## config.mk

```make
export PLATFORM = sky130hd
export DESIGN_NAME = wind_input_conditioner
export DESIGN_NICKNAME = d
export VERILOG_FILES = /design/src/rtl/wind_input_conditioner.sv
export SDC_FILE = /design/constraint.sdc
export NUM_CORES = 1
export LEC_CHECK = 0
export BUFFER_PORTS_ARGS = -buffer_cell sky130_fd_sc_hd__buf_2
export CAP_MARGIN = 20
export CORE_MARGIN = 4
export CORE_UTILIZATION = 50
export DETAILED_ROUTE_END_ITERATION = 7
export PLACE_DENSITY = 0.75
export SYNTH_ARGS = -nofsm -noshare
export SYNTH_HDL_FRONTEND = slang
export SYNTH_SLANG_ARGS = --single-unit
```

## constraint.sdc

```tcl
create_clock -name clk -period 5.23 [get_ports clk]
set_input_delay 0.2615 -clock clk [delete_from_list [all_inputs] [get_ports clk]]
set_output_delay 0.2615 -clock clk [all_outputs]
set_load 0.02 [all_outputs]
```

## src/rtl/wind_input_conditioner.sv

```systemverilog
// Wind switch synchroniser/debouncer with step prescaler for the landing-light sequencer.
// Optional: define WIND_STEP_RESYNC_EN to restart the step phase on a new direction.
module wind_input_conditioner #(
  parameter int SYNC_STAGES     = 2,
  parameter int DEBOUNCE_CYCLES = 16,
  parameter int TICK_DIV        = 25000000
) (
  input  logic       clk,
  input  logic       reset,
  input  logic [1:0] sw_raw,
  output logic [1:0] wind,
  output logic       wind_valid,
  output logic       fault,
  output logic       step
);

  localparam int DW = $clog2(TICK_DIV);
  localparam int CW = $clog2(DEBOUNCE_CYCLES + 1);

  logic [SYNC_STAGES-1:0][1:0] sync_q;
  logic [1:0]                  sync;
  logic [1:0]                  cand;
  logic [CW-1:0]               cnt;
  logic [DW-1:0]               div;
  logic                        accept;
  logic                        legal;
  logic                        term;
  logic                        resync;

  assign sync  = sync_q[SYNC_STAGES-1];
  assign legal = (cand != 2'b11);
  assign term  = (div == DW'(TICK_DIV - 1));

  // Fires only on the edge where cnt reaches the limit, so no re-accept.
  assign accept = (sync == cand)
               && (cnt == CW'(DEBOUNCE_CYCLES - 1));

`ifdef WIND_STEP_RESYNC_EN
  assign resync = accept && legal
               && (!wind_valid || (cand != wind));
`else
  assign resync = 1'b0;
`endif

  always_ff @(posedge clk or negedge reset) begin
    if (!reset) begin
      sync_q <= '0;
    end else begin
      sync_q <= {sync_q[SYNC_STAGES-2:0], sw_raw};
    end
  end

  always_ff @(posedge clk or negedge reset) begin
    if (!reset) begin
      cand <= 2'b00;
      cnt  <= '0;
    end else if (sync != cand) begin
      cand <= sync;
      cnt  <= '0;
    end else if (cnt < CW'(DEBOUNCE_CYCLES)) begin
      cnt <= cnt + CW'(1);
    end
  end

  always_ff @(posedge clk or negedge reset) begin
    if (!reset) begin
      wind       <= 2'b00;
      wind_valid <= 1'b0;
      fault      <= 1'b0;
    end else if (accept) begin
      if (legal) begin
        wind       <= cand;
        wind_valid <= 1'b1;
        fault      <= 1'b0;
      end else begin
        fault <= 1'b1;
      end
    end
  end

  always_ff @(posedge clk or negedge reset) begin
    if (!reset) begin
      div <= '0;
    end else if (resync || term) begin
      div <= '0;
    end else begin
      div <= div + DW'(1);
    end
  end

  // Gated by the registered flags, so an acceptance edge cannot glitch it.
  assign step = term && wind_valid && !fault;

endmodule

```

==> results of run 1 <==
-- worst max-delay path, cell delays in order (launching register included) --
cell and delay, ns:
dfrtp_1 0.38, ha_1 0.22, nand2_1 0.14, or3_1 0.39
nor4_2 0.21, and3b_1 0.22, buf_2 0.16
-- area by class of cell --
class	count	area [um2]	share of cell area [%]
inverters	2	7.51	0.387
well taps	46	57.6	2.96
clock buffers	6	41.3	2.13
repair buffers	9	47.5	2.45
clock inverters	2	35.0	1.80
flip-flops and latches	40	1000	51.5
multi-input cells	114	752	38.7
-- power by group --
part	internal [mW]	switching (mW)	leakage, nW	total [mW]
sequential	0.313	0.00303	0.530	0.316
clock	0.100	0.0982	0.0422	0.198
combinational	0.00389	0.00948	0.298	0.0134
total	0.417	0.111	0.870	0.528
-- cells by family after synthesis --
group,count (synthesis)
AOI/OAI and AO/OA,18
xor gates and xnor gates,21
adders and majority gates,3
buffers and inverters,8
DFF,40
muxes,2
and+or+nand+nor,70
-- final timing paths --
| check | from | end | cells after the start |
|---|---|---|---|
| worst min-delay path | reset | cnt[1]$_DFFE_PN0P_ | 1 |
| worst min register to register | sync_q[1]$_DFF_PN0_ | sync[1]$_DFF_PN0_ | 0 |
| min in group clk | sw_raw[0] | sync_q[0]$_DFF_PN0_ | 1 |
| max in group asynchronous | reset | div[10]$_DFF_PN0_ | 1 |
| worst max register to register | div[3]$_DFF_PN0_ | div[24]$_DFF_PN0_ | 4 |
| worst max-delay path | div[0]$_DFF_PN0_ | step | 6 |
-- placed cells by master, fill, tap and decap left out, types with 2 or more instances in the layout --
cell | netlist | final
a21oi_1 | 8 | 8
ha_1 | 3 | 3
or4_1 | 3 | 3
clkbuf_4 | 0 | 5
nand4b_1 | 2 | 2
xnor2_1 | 11 | 11
o21ai_0 | 5 | 5
inv_1 | 2 | 2
o22a_1 | 2 | 2
buf_2 | 2 | 8
dfrtp_1 | 40 | 40
o31ai_1 | 2 | 2
nor4_1 | 5 | 5
nor2_1 | 17 | 17
or3_2 | 5 | 5
nand3_1 | 8 | 8
nor2b_1 | 2 | 2
and3_1 | 4 | 4
nand4_1 | 5 | 5
nand2_1 | 10 | 10
xor2_1 | 10 | 10
-- registers in the layout, indices dropped and copies added, names as in the netlist --
signal,flops
cnt,5
cand,2
sync_q,2
sync,2
wind_valid,1
div,25
wind,2
fault,1
-- layer usage --
| metal | up-vias | GRT usage (%) | routed length, um |
|---|---|---|---|
| li1 | 590 | - | - |
| met1 | 596 | 22.1 | 1430 |
| met2 | 19 | 25.2 | 1460 |
| met3 | 5 | 4.99 | 128 |
| met4 | 0 | 6.84 | 51 |
| met5 | - | 0 | 0 |
-- metrics by stage --
step | setup WS [ns] | std cells | hold WS (ns) | util [%] | area (um2)
after floorplan | 3.22 | 162 | -0.0341 | - | 1790
after global placement | 3.23 | 211 | 0.334 | 55.0 | 1870
after detailed placement | 3.17 | 211 | 0.336 | 55.0 | 1870
after CTS | 2.85 | 219 | 0.00453 | 57.3 | 1940
after global routing | 2.74 | 219 | 0.000711 | 57.3 | 1940
final | 2.90 | 219 | 0.00432 | 57.3 | 1940
==> metrics.csv, run 1 <==
stage,metric,value,unit
sta,max_freq,430,MHz
critical_path,worstSetupEndpointType,primary output,
pwr,power.leakage,0.870,nW
synthesis,synth-seq-cells,40,
synthesis,syn_inst,162,
sta,slew_headroom,43.2,%
pwr,power,0.528,mW
synthesis,synth_xor_xnor_area_share,10.3,%
global_routing,grt_max_degree,41,
clock_network,clock_sinks,40,
routing,viasPerCell,5.53,
synthesis,synthSimpleGateAreaFrac,22.6,%
critical_path,rrSetupSlack,3.16,ns
sta,tightest_slew,0.851,ns
pwr,vdd_drop_max,159,uV
die,die_h,67.8,um
synthesis,synth.top_cell.area_share,56.1,%
run_status,status,finished clean,
synthesis,synth-compound-area-share,5.89,%
clock_network,numCtsBuffers,5,
clock_network,cts_tree,done,
critical_path,crit_arrival,2.07,ns
synthesis,async_reset_ff_share,100,%
routing,drt-initial-drc-count,47,
synthesis,synthTopCellsByArea,"dfrtp_1 56%, xnor2_1 5.4%, xor2_1 4.9%",
synthesis,yosysMostFrequentCell,dfrtp_1,
sta,fin_tns_setup,0,ns
global_routing,grt-ovfl-total,0,
clock_network,cts_hold_buf,0,
sta,setup_viol,0,
synthesis,synth_seq_area_share,56.1,%
global_routing,grt_first_pass_wirelength,5550,um
job,drv_cap,0,
die,start_util,52.7,%
synthesis,synthAdderAreaFrac,2.10,%
global_routing,gr-usage-all-layers,16.6,%
final_layout,nNetsFinal,179,
synthesis,synth.cells.most_frequent,"40 x dfrtp_1, 17 x nor2_1, 11 x xnor2_1",
sta,skew,0.0114,ns
critical_path,crit_path_start_kind,flop,
critical_path,crit_required,4.97,ns
synthesis,synth_nets,169,
sta,maxSlewViolCount,0,
final_layout,syn2layout_area_growth,8.76,%
synthesis,synth_edf_count,0,
final_layout,layout-drive-gt1-share,14.5,%
clock_network,clockRootBuffer,clkbuf_4,
synthesis,synthMuxAreaShare,1.19,%
final_layout,diodes,0,
global_routing,first_global_vias,1169,
placed_design,place_congestion,0.877,
clock_network,clockBufferDepth,2,
critical_path,worst-setup-path-type,flop to primary output,
routing,routed_wl,3070,um
routing,wire_per_inst,14.0,um
die,core-area,0.00339,mm2
die,num_io_pins,9,
synthesis,synth_top_family_by_area,simple AND/OR/NAND/NOR gates,
clock_network,insertion_delay,0.35,ns
synthesis,synth_ff_type,dfrtp_1,
synthesis,netlist_area,0.00179,mm2
final_layout,fillers,289,
clock_network,cts_setup_buffers,0,
die,core.rowCount,21,
sta,fin_crit,2.33,ns
die,die_area,0.00459,mm2
routing,drc_errors,0,
routing,ant_nets,0,
synthesis,synth_cell_types,33,
clock_network,h-tree-depth,2,
clock_network,cts.clk_slew.worst_paths,0.12,ns
pwr,cellPowerDensity,272,mW/mm2
critical_path,crit_fanout,6,
worst_hold_path,hold_class,primary input to async pin,
synthesis,syn_avg_cell_area,11.0,um2
placed_design,portBuffers,8,
placed_design,dp_hpwl,2190,um
die,die_w,67.8,um
sta,rsz0062_at_grt,false,
global_routing,antenna_found_initial,0,
clock_network,cts-resized-gates,0,
sta,hold_viol,0,
synthesis,yosys_warnings,0,
sta,fin_crit_sh,44.5,%
synthesis,yosysTopAreaCell,dfrtp_1,
routing,detail_route.first_pass.iterations,4,
routing,vias,1210,
Power figures use the tool's default switching activity.
==> run 2: changes to the inputs <==
- clock period: 5.23 -> 2.4 ns (I/O delays scaled with it)
==> metrics.csv, run 2 (same netlist as run 1, synthesis figures left out) <==
stage,metric,value,unit
final_layout,nNetsFinal,182,
pwr,internal-power,0.916,mW
die,core-area,0.00339,mm2
placed_design,dp.cells,211,
routing,drt-initial-drc-count,64,
sta,fin_tns_setup,0,ns
run_status,status,finished clean,
placed_design,place_congestion,0.894,
routing,wire_per_inst,14.2,um
final_layout,post-route-util,58.7,%
final_layout,layout.cells.non_filler,222,
pwr,switching_power,0.262,mW
sta,fin_crit_sh,92.6,%
sta,max_freq,450,MHz
final_layout,final_common_cell,dfrtp_1,
final_layout,layout-drive-gt1-share,14.8,%
pwr,clockPowerShare,38.8,%
sta,fin_crit,2.22,ns
clock_network,cts.clk_slew.worst_paths,0.12,ns
clock_network,h-tree-depth,2,
die,die_area,0.00459,mm2
die,start_util,52.7,%
clock_network,clockRootBuffer,clkbuf_4,
pwr,vdd_drop_max,488,uV
global_routing,grt_max_degree,41,
critical_path,worst-setup-path-type,flop to primary output,
placed_design,dp_hpwl,2270,um
sta,slew_headroom,43.8,%
global_routing,antenna_found_initial,0,
pwr,power.leakage,0.899,nW
final_layout,largestRegisters,"div x25, cnt x5",
die,core.rowCount,21,
pwr,power.share.switching,22.2,%
die,die_h,67.8,um
clock_network,numCtsBuffers,5,
critical_path,crit_path_start_kind,flop,
die,num_io_pins,9,
sta,hold_viol,0,
clock_network,clockBufferDepth,2,
pwr,cellPowerDensity,592,mW/mm2
routing,drc_errors,0,
routing,ant_nets,0,
sta,fin_ws,0.177,ns
clock_network,cts_setup_buffers,0,
clock_network,cts_tree,done,
global_routing,gr-usage-all-layers,16.5,%
routing,vias,1243,
final_layout,fillers,283,
final_layout,mostFrequentLayoutCells,"40 x dfrtp_1, 17 x nor2_1, 11 x xnor2_1",
final_layout,top_register,div,
critical_path,crit_arrival,2.10,ns
clock_network,insertion_delay,0.36,ns
global_routing,first_global_vias,1200,
die,die_w,67.8,um
clock_network,clock_sinks,40,
placed_design,portBuffers,8,
sta,rsz0062_at_grt,false,
critical_path,crit_required,2.28,ns
routing,viasPerCell,5.60,
placed_design,dp_slack,0.327,ns
global_routing,grt-ovfl-total,0,
final_layout,largest_reg_flops,25,
final_layout,diodes,0,
critical_path,crit_fanout,6,
pwr,combPwrFrac,2.8,%
sta,tightest_slew,0.843,ns
routing,detail_route.first_pass.iterations,4,
critical_path,worstSetupEndpointType,primary output,
job,drv_cap,0,
sta,setup_viol,0,
global_routing,grt_first_pass_wirelength,5480,um
routing,routed_wl,3160,um
sta,maxSlewViolCount,0,
sta,skew,0.0145,ns
worst_hold_path,hold_class,flop to flop,
final_layout,syn2layout_area_growth,11.4,%
pwr,seqPwrFrac,58.5,%
[run 2: cell count changes in the layout (fill, tap and decap cells not counted)]
cell           previous run  this run
clkinv_2                  1         0
clkbuf_1                  1         0
clkinvlp_4                0         1
nor4_4                    0         1
nor4_2                    1         0
dlygate4sd3_1             0         3
inv_6                     0         1
[run 2: power by group through the flow]
| stage | clock network [mW] | logic, mW | registers, mW |
|---|---|---|---|
| 2_1_floorplan | 0 | 0.0131 | 0.700 |
| 3_3_place_gp | 0 | 0.0285 | 0.701 |
| 3_5_place_dp | 0 | 0.0302 | 0.702 |
| 4_1_cts | 0.466 | 0.0342 | 0.689 |
| 5_1_grt | 0.500 | 0.0380 | 0.690 |
| 6_report | 0.457 | 0.0327 | 0.688 |
[run 2: cell type report]
cell class | instances | area [um2] | area share, %
flip-flops and latches | 40 | 1000 | 50.3
multi-input cells | 114 | 761 | 38.3
repair buffers | 12 | 77.6 | 3.90
well taps | 46 | 57.6 | 2.89
clock inverters | 3 | 46.3 | 2.33
clock buffers | 5 | 37.5 | 1.89
inverters | 2 | 7.51 | 0.378
[run 2: critical path: stages (launching register included)]
cell     delay [ns]
dfrtp_1        0.39
ha_1           0.22
nand2_1        0.15
or3_1          0.41
nor4_4         0.19
and3b_1        0.22
buf_2          0.17
[run 2: routing by layer]
layer	vias to the layer above	GRT usage (%)	part of all wire, %
li1	592	-	-
met1	623	21.5	47
met2	22	25.8	48
met3	6	3.49	3.2
met4	0	8.35	1.6
met5	-	0	0
[run 2: through the flow]
step	area, um2	total power [mW]	hold slack (ns)
floorplan	1790	0.713	-0.176
global placement	1870	0.729	0.230
detailed placement	1870	0.732	0.229
CTS	1980	1.19	0.367
global route	1990	1.23	0.370
finish	1990	1.18	0.365
[run 2: timing repair]
item | CTS | global route
hold buffers | 3 | 0
hold endpoints to repair | 42 | 0
resized for setup | 0 | 1
setup endpoints to repair | 0 | 1
[run 2: path summary, 6_finish.rpt]
| kind | startpoint | endpoint | slack, ns | cells after the start |
|---|---|---|---|---|
| worst max register to register | div[14]$_DFF_PN0_ | div[23]$_DFF_PN0_ | 0.25 | 4 |
| worst min register to register | sync_q[1]$_DFF_PN0_ | sync[1]$_DFF_PN0_ | 0.36 | 0 |
| min in group asynchronous | reset | div[19]$_DFF_PN0_ | 0.39 | 2 |
| worst max-delay path | div[0]$_DFF_PN0_ | step | 0.18 | 6 |
| max in group asynchronous | reset | div[11]$_DFF_PN0_ | 1.47 | 2 |
| worst min-delay path | sync_q[1]$_DFF_PN0_ | sync[1]$_DFF_PN0_ | 0.36 | 0 |
